**src/rtl/fxp_div_pkg.sv**
```systemverilog
// rtl/fxp_div_pkg.sv - shared state encoding and sizing helpers for the fixed-point divider
package fxp_div_pkg;

   typedef enum logic [1:0] {
      IDLE  = 2'd0,
      CHECK = 2'd1,
      ITER  = 2'd2,
      DONE  = 2'd3
   } fxp_div_state_t;

   // One quotient bit is resolved per cycle over the extended dividend.
   function automatic int fxp_div_iters(input int width, input int frac_bits);
      return width + frac_bits;
   endfunction

   // Counter only has to hold N-1 down to 0.
   function automatic int fxp_div_cnt_width(input int n);
      return $clog2(n);
   endfunction

endpackage

```
**src/rtl/fxp_divider_if.sv**
```systemverilog
// rtl/fxp_divider_if.sv - controller-facing request/result bundle of the fixed-point divider
interface fxp_divider_if #(
   parameter int WIDTH = 10
);
   logic             start;
   logic [WIDTH-1:0] in_A;
   logic [WIDTH-1:0] in_B;
   logic [WIDTH-1:0] q_out;
   logic [WIDTH-1:0] r_out;
   logic             busy;
   logic             valid;
   logic             dvz;
   logic             ovf;

   modport master (
      output start, in_A, in_B,
      input  q_out, r_out, busy, valid, dvz, ovf
   );

   modport slave (
      input  start, in_A, in_B,
      output q_out, r_out, busy, valid, dvz, ovf
   );
endinterface

```
**src/rtl/fxp_div_datapath.sv**
```systemverilog
// rtl/fxp_div_datapath.sv - restoring divide datapath, iteration counter and result fix-up (DIV_SIGNED_EN: two's-complement operands)
module fxp_div_datapath
   import fxp_div_pkg::*;
#(
   parameter int WIDTH     = 10,
   parameter int FRAC_BITS = 4
) (
   input  logic             clk,
   input  logic             sclr,
   input  logic             load,
   input  logic             init,
   input  logic             step,
   input  logic             commit,
   input  logic             commit_dvz,
   input  logic [WIDTH-1:0] in_A,
   input  logic [WIDTH-1:0] in_B,
   output logic             b_zero,
   output logic             cnt_zero,
   output logic [WIDTH-1:0] q_out,
   output logic [WIDTH-1:0] r_out,
   output logic             dvz,
   output logic             ovf
);

   localparam int N  = fxp_div_iters(WIDTH, FRAC_BITS);
   localparam int CW = fxp_div_cnt_width(N);

   logic [WIDTH-1:0] a_mag;
   logic [WIDTH-1:0] b_mag;
   logic [WIDTH-1:0] a_mag_in;
   logic [WIDTH-1:0] b_mag_in;
   logic [WIDTH-1:0] rem;
   logic [WIDTH-1:0] rem_nxt;
   logic [WIDTH-1:0] shifted_lo;
   logic [N-1:0]     quo;
   logic [N-1:0]     quo_nxt;
   logic [CW-1:0]    cnt;
   logic             ge;
   logic [WIDTH-1:0] q_fin;
   logic [WIDTH-1:0] r_fin;
   logic             ovf_fin;

`ifdef DIV_SIGNED_EN
   localparam logic [N-1:0] S_MAX_MAG = (N'(1) << (WIDTH-1)) - N'(1);
   localparam logic [N-1:0] S_MIN_MAG = N'(1) << (WIDTH-1);

   logic sign_a;
   logic sign_b;
   logic neg_q;

   // The core only divides magnitudes; signs are kept aside for the fix-up.
   assign a_mag_in = in_A[WIDTH-1] ? (WIDTH'(0) - in_A) : in_A;
   assign b_mag_in = in_B[WIDTH-1] ? (WIDTH'(0) - in_B) : in_B;
   assign neg_q    = sign_a ^ sign_b;

   // Range-limit the magnitude against the signed Q-format bounds, then restore signs.
   always_comb begin
      ovf_fin = quo_nxt > (neg_q ? S_MIN_MAG : S_MAX_MAG);
      if (ovf_fin) begin
         q_fin = neg_q ? {1'b1, {(WIDTH-1){1'b0}}} : {1'b0, {(WIDTH-1){1'b1}}};
      end else begin
         q_fin = neg_q ? (WIDTH'(0) - quo_nxt[WIDTH-1:0]) : quo_nxt[WIDTH-1:0];
      end
      r_fin = sign_a ? (WIDTH'(0) - rem_nxt) : rem_nxt;
   end
`else
   localparam logic [N-1:0] U_MAX = (N'(1) << WIDTH) - N'(1);

   assign a_mag_in = in_A;
   assign b_mag_in = in_B;

   // Any set bit above the WIDTH-bit window means the quotient does not fit.
   always_comb begin
      ovf_fin = quo_nxt > U_MAX;
      q_fin   = ovf_fin ? {WIDTH{1'b1}} : quo_nxt[WIDTH-1:0];
      r_fin   = rem_nxt;
   end
`endif

   assign b_zero   = (b_mag == '0);
   assign cnt_zero = (cnt == '0);

   // One restoring step: shift the next dividend bit in, keep the difference when it fits.
   // rem < b_mag always, so its top bit set already guarantees the shifted value exceeds b_mag
   // and a WIDTH-bit wrapping subtraction still yields the correct remainder.
   always_comb begin
      shifted_lo = {rem[WIDTH-2:0], quo[N-1]};
      ge         = rem[WIDTH-1] || (shifted_lo >= b_mag);
      rem_nxt    = ge ? (shifted_lo - b_mag) : shifted_lo;
      quo_nxt    = {quo[N-2:0], ge};
   end

   // Operand capture, iteration state and counter.
   always_ff @(posedge clk) begin
      if (sclr) begin
         a_mag <= '0;
         b_mag <= '0;
         rem   <= '0;
         quo   <= '0;
         cnt   <= '0;
`ifdef DIV_SIGNED_EN
         sign_a <= 1'b0;
         sign_b <= 1'b0;
`endif
      end else begin
         if (load) begin
            a_mag <= a_mag_in;
            b_mag <= b_mag_in;
`ifdef DIV_SIGNED_EN
            sign_a <= in_A[WIDTH-1];
            sign_b <= in_B[WIDTH-1];
`endif
         end
         if (init) begin
            rem <= '0;
            quo <= N'(a_mag) << FRAC_BITS;
            cnt <= CW'(N-1);
         end
         if (step) begin
            rem <= rem_nxt;
            quo <= quo_nxt;
            if (!cnt_zero) begin
               cnt <= cnt - CW'(1);
            end
         end
      end
   end

   // Result registers change only on entry to DONE and hold until the next one.
   always_ff @(posedge clk) begin
      if (sclr) begin
         q_out <= '0;
         r_out <= '0;
         dvz   <= 1'b0;
         ovf   <= 1'b0;
      end else if (commit_dvz) begin
         q_out <= '0;
         r_out <= '0;
         dvz   <= 1'b1;
         ovf   <= 1'b0;
      end else if (commit) begin
         q_out <= q_fin;
         r_out <= r_fin;
         dvz   <= 1'b0;
         ovf   <= ovf_fin;
      end
   end

endmodule

```
**src/rtl/fxp_divider.sv**
```systemverilog
// rtl/fxp_divider.sv - sequential fixed-point restoring divider top with control FSM (DIV_SIGNED_EN: signed build)
module fxp_divider
   import fxp_div_pkg::*;
#(
   parameter int WIDTH     = 10,
   parameter int FRAC_BITS = 4
) (
   input  logic        clk,
   input  logic        sclr,
   fxp_divider_if.slave bus
);

   fxp_div_state_t state;
   fxp_div_state_t state_nxt;

   logic accept;
   logic init;
   logic step;
   logic commit;
   logic commit_dvz;
   logic b_zero;
   logic cnt_zero;

   // State register.
   always_ff @(posedge clk) begin
      if (sclr) begin
         state <= IDLE;
      end else begin
         state <= state_nxt;
      end
   end

   // Next state; start is only looked at in IDLE and DONE, so it is ignored while busy.
   always_comb begin
      state_nxt = state;
      case (state)
         IDLE:    state_nxt = bus.start ? CHECK : IDLE;
         CHECK:   state_nxt = b_zero ? DONE : ITER;
         ITER:    state_nxt = cnt_zero ? DONE : ITER;
         DONE:    state_nxt = bus.start ? CHECK : IDLE;
         default: state_nxt = IDLE;
      endcase
   end

   // Datapath strobes and status outputs decoded from the current state.
   always_comb begin
      accept     = bus.start && ((state == IDLE) || (state == DONE));
      init       = (state == CHECK) && !b_zero;
      commit_dvz = (state == CHECK) && b_zero;
      step       = (state == ITER);
      commit     = (state == ITER) && cnt_zero;
      bus.busy   = (state == CHECK) || (state == ITER);
      bus.valid  = (state == DONE);
   end

   fxp_div_datapath #(
      .WIDTH     (WIDTH),
      .FRAC_BITS (FRAC_BITS)
   ) u_datapath (
      .clk        (clk),
      .sclr       (sclr),
      .load       (accept),
      .init       (init),
      .step       (step),
      .commit     (commit),
      .commit_dvz (commit_dvz),
      .in_A       (bus.in_A),
      .in_B       (bus.in_B),
      .b_zero     (b_zero),
      .cnt_zero   (cnt_zero),
      .q_out      (bus.q_out),
      .r_out      (bus.r_out),
      .dvz        (bus.dvz),
      .ovf        (bus.ovf)
   );

endmodule

```
**src/flat_wrapper.sv**
```systemverilog
// flat-port wrapper written by rule: the top's interface ports become plain ports
module fxp_divider_flat import fxp_div_pkg::*;
#(
   parameter int WIDTH     = 10,
   parameter int FRAC_BITS = 4
)
  (clk, sclr, bus_start, bus_in_A, bus_in_B, bus_q_out, bus_r_out, bus_busy, bus_valid, bus_dvz, bus_ovf);
  fxp_divider_if #(.WIDTH(WIDTH)) bus_i ();
  input  logic clk;
  input  logic sclr;
  input wire logic [$bits(bus_i.start)-1:0] bus_start;
  input wire logic [$bits(bus_i.in_A)-1:0] bus_in_A;
  input wire logic [$bits(bus_i.in_B)-1:0] bus_in_B;
  output wire logic [$bits(bus_i.q_out)-1:0] bus_q_out;
  output wire logic [$bits(bus_i.r_out)-1:0] bus_r_out;
  output wire logic [$bits(bus_i.busy)-1:0] bus_busy;
  output wire logic [$bits(bus_i.valid)-1:0] bus_valid;
  output wire logic [$bits(bus_i.dvz)-1:0] bus_dvz;
  output wire logic [$bits(bus_i.ovf)-1:0] bus_ovf;
  assign bus_i.start = bus_start;
  assign bus_i.in_A = bus_in_A;
  assign bus_i.in_B = bus_in_B;
  assign bus_q_out = bus_i.q_out;
  assign bus_r_out = bus_i.r_out;
  assign bus_busy = bus_i.busy;
  assign bus_valid = bus_i.valid;
  assign bus_dvz = bus_i.dvz;
  assign bus_ovf = bus_i.ovf;
  fxp_divider #(.WIDTH(WIDTH), .FRAC_BITS(FRAC_BITS)) u_core (.clk(clk), .sclr(sclr), .bus(bus_i));
endmodule
```
**config.mk**
```make
export PLATFORM = sky130hd
export DESIGN_NAME = fxp_divider_flat
export DESIGN_NICKNAME = d
export VERILOG_FILES = /design/src/rtl/fxp_div_pkg.sv /design/src/rtl/fxp_divider_if.sv /design/src/rtl/fxp_div_datapath.sv /design/src/rtl/fxp_divider.sv /design/src/flat_wrapper.sv
export SDC_FILE = /design/constraint.sdc
export NUM_CORES = 1
export LEC_CHECK = 0
export CORE_AREA = 2 2 109 111
export CTS_BUF_LIST = sky130_fd_sc_hd__clkbuf_8
export CTS_CLUSTER_DIAMETER = 120
export DETAILED_ROUTE_END_ITERATION = 7
export DIE_AREA = 0 0 111 113
export PLACE_DENSITY = 0.58
export SETUP_SLACK_MARGIN = 0.02
export SYNTH_ARGS = -nofsm -noshare
export SYNTH_HDL_FRONTEND = slang
export SYNTH_SLANG_ARGS = --single-unit
export TNS_END_PERCENT = 10
```
**constraint.sdc**
```tcl
create_clock -name clk -period 2.53 [get_ports clk]
set_input_delay 0.759 -clock clk [delete_from_list [all_inputs] [get_ports clk]]
set_output_delay 0.759 -clock clk [all_outputs]
set_load 0.05 [all_outputs]
```
# ---- Word-level counts from Yosys, hierarchy flattened
# Cells that the tools add are included.
dict set report totals {
  reg_bits 72
  elab_cells 47
}
dict set report op_classes {
  add_sub_neg 2
  n_lt_le_gt_ge 2
  eq_ne 3
  mux 15
  reduce_logical 15
}
# operator count
set ops {}
lappend ops {{$mux W10} 4}
lappend ops {{$mux W14} 2}
lappend ops {{$gt A14 B10 Y1 const B} 1}
lappend ops {{$mux W4} 3}
lappend ops {{$ge A10 B10 Y1} 1}
lappend ops {{$logic_not A10 Y1} 1}
lappend ops {{$sub A10 B10 Y10} 1}
lappend ops {{$pmux W2 S3} 1}
lappend ops {{$mux W1} 5}
lappend ops {{$eq A2 B2 Y1 const B} 2}
lappend ops {{$logic_and A1 B1 Y1} 4}
lappend ops {{$logic_not A4 Y1} 1}
lappend ops {{$reduce_bool A2 Y1} 2}
lappend ops {{$reduce_or A2 Y1} 2}
lappend ops {{$sub A4 B1 Y4 const B} 1}
lappend ops {{$logic_or A1 B1 Y1} 3}
lappend ops {{$eq A2 B1 Y1 const B} 1}
lappend ops {{$logic_not A2 Y1} 1}
lappend ops {{$logic_not A1 Y1} 1}

# ---- Logic depth before layout (Yosys ltp)
# Gate-level depths: netlist of run 1.
dict set report logic_depth {
  depth_word 6
  mapped_depth 10
  ltp_nobuf 9
}

# ---- Hierarchy
# From an unflattened synthesis of run 1, not the netlist that was laid out.
dict set report unflattened {
  hier_cells 378
  area_unflattened_um2 3422.0
}
# mod n_inst cells_per_inst area_each_um2 seq_area_each_um2
set by_module_without_submodules {}
lappend by_module_without_submodules {fxp_div_datapath 1 361 3259.4 1401.3}
lappend by_module_without_submodules {fxp_divider 1 17 162.7 40.0}

# ---- Worst setup path before layout of run 1
# OpenSTA, ideal clock, no wires.
dict set report synth_timing {
  path_type {register to register}
  start {register u_core.u_datapath.quo[13]}
  end {register u_core.u_datapath.rem[6]}
  t_arrival_ns 2.214
  t_required_ns 2.442
  path_slack_ns 0.228
  path_stages_with_launch 10
  n_path_buf 0
  path_cell_list {dfxtp_1 -> inv_1 -> ha_1 -> fa_1 -> nor2b_1 -> o31a_1 -> o31ai_4 -> o21a_4 -> or3b_4 -> a311oi_2}
}
dict set report synth_via {
  elab_chain_len 4
}
# element line
set synth_rtl {}
lappend synth_rtl {{from (decl)} fxp_div_datapath.sv:35} ;# logic [N-1:0] quo;
lappend synth_rtl {{from (signal assigned)} fxp_div_datapath.sv:116} ;# quo <= N'(a_mag) << FRAC_BITS;
lappend synth_rtl {{from (signal assigned)} fxp_div_datapath.sv:121} ;# quo <= quo_nxt;
lappend synth_rtl {{$ge A10 B10 Y1} fxp_div_datapath.sv:88} ;# ge = rem[WIDTH-1] || (shifted_lo >= b_mag);
lappend synth_rtl {{$logic_or A1 B1 Y1} fxp_div_datapath.sv:88}
lappend synth_rtl {{$mux W10 *} fxp_div_datapath.sv:89} ;# rem_nxt = ge ? (shifted_lo - b_mag) : shifted_lo;
lappend synth_rtl {{$mux W10 *} fxp_div_datapath.sv:119} ;# if (step) begin
lappend synth_rtl {{to (signal assigned)} fxp_div_datapath.sv:120} ;# rem <= rem_nxt;
lappend synth_rtl {{to (decl)} fxp_div_datapath.sv:32} ;# logic [WIDTH-1:0] rem;
# Every way passes the cells marked *; elsewhere a longest branch is shown, timed or not.
# A chain may end at the register's enable or synchronous reset.

# ---- Worst setup path in the final report of run 1
# Ends and elaborated chain as after synthesis.

==> flow_metrics.py, run 1 <==
metrics = {
    "setup_path": {
        "critPathKind": "reg2reg",
        "end_kind": "flop",
        "cp-start-kind": "flop",
        "path_max_fanout": 6,
        "cp_data_required_time_ns": 2.80,
        "crit_arrival_ns": 2.71,
    },
    "grt": {
        "grt_pass1_wl_um": 14300,
        "grt.overflow.total": 0,
        "grt.total_usage": 0.141,
        "grt-busiest-layer": "met2",
        "grtUsageMet1": 0.183,
        "grt_max_degree": 41,
        "grtUsageMet3": 0.0311,
        "antenna_found_initial": 0,
        "grt_pass1_vias": 2924,
        "grt_use_met2": 0.225,
    },
    "worst_hold_path": {
        "hold_class": "reg2reg",
    },
    "detailed_routing": {
        "drtAntennaViolNets": 0,
        "drt_pass1_iterations": 6,
        "drt_wl_total_um": 8600,
        "vias": 2961,
        "vias_per_cell": 4.93,
        "route.detailed.drc": 0,
        "wire_per_inst_um": 14.3,
        "drtIter0Drc": 119,
    },
    "clock_network": {
        "cts.sinks": 72,
        "clock_latency_ns": 0.35,
        "clock_path_buffers": 2,
        "cts_max_level": 3,
        "clk_pin_slew_ns": 0.08,
        "clock-root-buffer": "clkbuf_8",
        "cts_tree": "yes",
        "numCtsBuffers": 9,
    },
    "placed_design": {
        "post-place-ws_ns": 0.00570,
        "portBuffers": 46,
        "place.gp.congestion": 0.929,
        "place_inst": 583,
        "dpl.hpwl_um": 6150,
        "post_dp_cell_area_um2": 4070,
    },
    "floorplan": {
        "die-area_um2": 12500,
        "dieHeight_um": 113,
        "die_w_um": 111,
        "initial_core_util": 0.304,
        "pin_count": 47,
        "rows": 39,
        "fp.coreArea_um2": 11300,
    },
    "power_and_ir_drop": {
        "p_leak_uw": 0.00166,
        "power_density_nw_per_um2": 1500,
        "vdd_ir_drop_max_mv": 0.765,
    },
    "cells_and_area": {
        "drive_gt1_frac": 0.129,
        "fillCellCount": 1137,
        "fin_nets": 492,
        "post_layout_nonfiller_instances": 601,
        "syn2layout_area_growth_pct": 26.7,
        "diodes": 0,
        "finish.instance_area_um2": 4350,
    },
    "yosys": {
        "synth_cells": 403,
        "ys_types": 52,
        "yosysSeqAreaShare": 0.420,
        "synth-warning-count": 0,
        "syn_nets": 442,
        "synth.most_common_cell": "dfxtp_1",
        "ys.flop_type": "dfxtp_1",
        "synth_top_area_cell": "dfxtp_1",
        "synth_edf_count": 0,
        "syn_area_um2": 3430,
        "avgSynthCellArea_um2": 8.51,
        "async_flop_share": 0,
        "yosys-top-cells-count": "dfxtp_1 (72), nand2_1 (65), a21oi_1 (40)",
        "netlist.area_leader.share": 0.420,
        "synthTopCellsByArea": "dfxtp_1 (42%), nand2_1 (7.1%), a21oi_1 (5.8%)",
        "synth_seq_cells": 72,
    },
    "timing": {
        "worst_slack_ns": 0.0944,
        "setup_viol": 0,
        "finClkSkew_ns": 0.0135,
        "drv_slew": 0,
        "hold_viol_final": 0,
        "timing.fmax_mhz": 411,
        "worstMarginPinSlew_ns": 0.689,
        "finalCritPeriodShare": 0.963,
        "rsz0062_at_grt": "true",
        "worst_slew_margin_rel": 0.540,
        "totalNegativeSetupSlack_ns": 0,
        "finalCriticalPeriod_ns": 2.44,
    },
    "run_status": {
        "status": "complete, no violations",
    },
    "flow_run": {
        "max-cap-violations": 0,
    },
}
[timing repair]
item,4_1_cts,5_1_grt
endpoints found under the setup margin,3,18
hold buffers,0,0
cloned,0,0
pin swaps,0,4
gates resized for setup,1,7
setup buffers,0,2
[where the power goes]
| part | internal, µW | switching [µW] |
|---|---|---|
| Sequential | 1420 | 206 |
| Clock | 563 | 465 |
| Combinational | 1580 | 2270 |
| Total | 3570 | 2940 |
[critical path, stage by stage (launching register included)]
cell      delay, ns
dfxtp_2        0.33
inv_1          0.05
ha_2           0.19
fa_2           0.38
nor2b_2        0.16
o31a_1         0.26
o31ai_4        0.11
o21a_4         0.24
or3b_4         0.41
a311oi_2       0.23
[state kept, by name (all words and copies together), names as in the netlist]
| signal | flops |
|---|---|
| u_core.state | 2 |
| u_core.u_datapath.a_mag | 10 |
| u_core.u_datapath.b_mag | 10 |
| u_core.u_datapath.cnt | 4 |
| u_core.u_datapath.dvz | 1 |
| u_core.u_datapath.ovf | 1 |
| u_core.u_datapath.q_out | 10 |
| u_core.u_datapath.quo | 14 |
| u_core.u_datapath.r_out | 10 |
| u_core.u_datapath.rem | 10 |
[cell type report]
cell class	instances	area, µm²	area share
clock buffers	9	124	0.0285
clock inverters	7	101	0.0233
inverters	19	71.3	0.0164
multi-input cells	290	1860	0.427
flip-flops and latches	72	1440	0.332
well taps	143	179	0.0412
repair buffers	61	573	0.132
[per-layer routing]
| layer | vias to the layer above | part of all wire | wire length [µm] |
|---|---|---|---|
| met5 | - | 0 | 0 |
| met1 | 1372 | 0.48 | 4160 |
| met3 | 17 | 0.034 | 294 |
| met2 | 61 | 0.46 | 3930 |
| met4 | 0 | 0.025 | 213 |
| li1 | 1511 | - | - |
[cell usage in the layout, fill, tap and decap left out, drive strengths merged, types with 2 or more instances in the layout]
cell type	n
clkinvlp	2
dfxtp	72
nand2b	5
buf	16
clkdlybuf4s50	44
xnor2	3
a311oi	4
nand2	65
o31ai	2
o31a	2
o21a	4
clkbuf	9
a211o	2
a211oi	2
mux2	11
nor2b	7
bufinv	2
inv	21
a31oi	7
ha	15
mux2i	14
nor2	31
nand3	13
a21oi	40
o22ai	9
nand3b	4
a21o	3
nor3	4
nor3b	2
nor4	3
o21ai	22
a221oi	3
and2	2
[metrics by stage]
step	power [µW]	hold WS (ns)	util
finish	6510	0.457	0.386
global route	6970	0.482	0.386
CTS	6460	0.459	0.382
detailed placement	5350	0.448	0.361
global placement	5290	0.444	0.361
floorplan	4370	0.434	-
[logic make-up after synthesis]
family,Yosys count,synth area share
flip-flops,72,0.420
multiplexers,25,0.0780
XOR/XNOR,4,0.0102
AO/OA/AOI/OAI,106,0.200
adder cells (fa/ha/maj),16,0.0605
AND/OR/NAND/NOR,139,0.182
buffers and inverters,41,0.0489
[final timing paths]
path                         startpoint                    endpoint  slack, ns  cells past startpoint
max           u_core.u_datapath.quo[13]    u_core.u_datapath.rem[6]       0.09                      9
min          u_core.u_datapath.a_mag[5]  u_core.u_datapath.a_mag[5]       0.46                      2
max reg2reg   u_core.u_datapath.quo[13]    u_core.u_datapath.rem[6]       0.09                      9
min reg2reg  u_core.u_datapath.a_mag[5]  u_core.u_datapath.a_mag[5]       0.46                      2
(Power assumes the default switching activity.)
==> run 2, diff against run 1 <==
--- a/config.mk
+++ b/config.mk
@@ -12,6 +12,7 @@
 export DIE_AREA = 0 0 111 113
 export PLACE_DENSITY = 0.58
 export SETUP_SLACK_MARGIN = 0.02
+export SLEW_MARGIN = 0
 export SYNTH_ARGS = -nofsm -noshare
 export SYNTH_HDL_FRONTEND = slang
 export SYNTH_SLANG_ARGS = --single-unit
==> results of run 2 <==
No change in the layout: final DEF, timing and power equal those of run 1.
==> run 3, diff against run 2 <==
--- a/config.mk
+++ b/config.mk
@@ -7,7 +7,7 @@
 export LEC_CHECK = 0
 export CORE_AREA = 2 2 109 111
 export CTS_BUF_LIST = sky130_fd_sc_hd__clkbuf_8
-export CTS_CLUSTER_DIAMETER = 120
+export CTS_CLUSTER_DIAMETER = 40
 export DETAILED_ROUTE_END_ITERATION = 7
 export DIE_AREA = 0 0 111 113
 export PLACE_DENSITY = 0.58
==> results of run 3 <==
No change in the layout: final DEF, timing and power equal those of run 1.
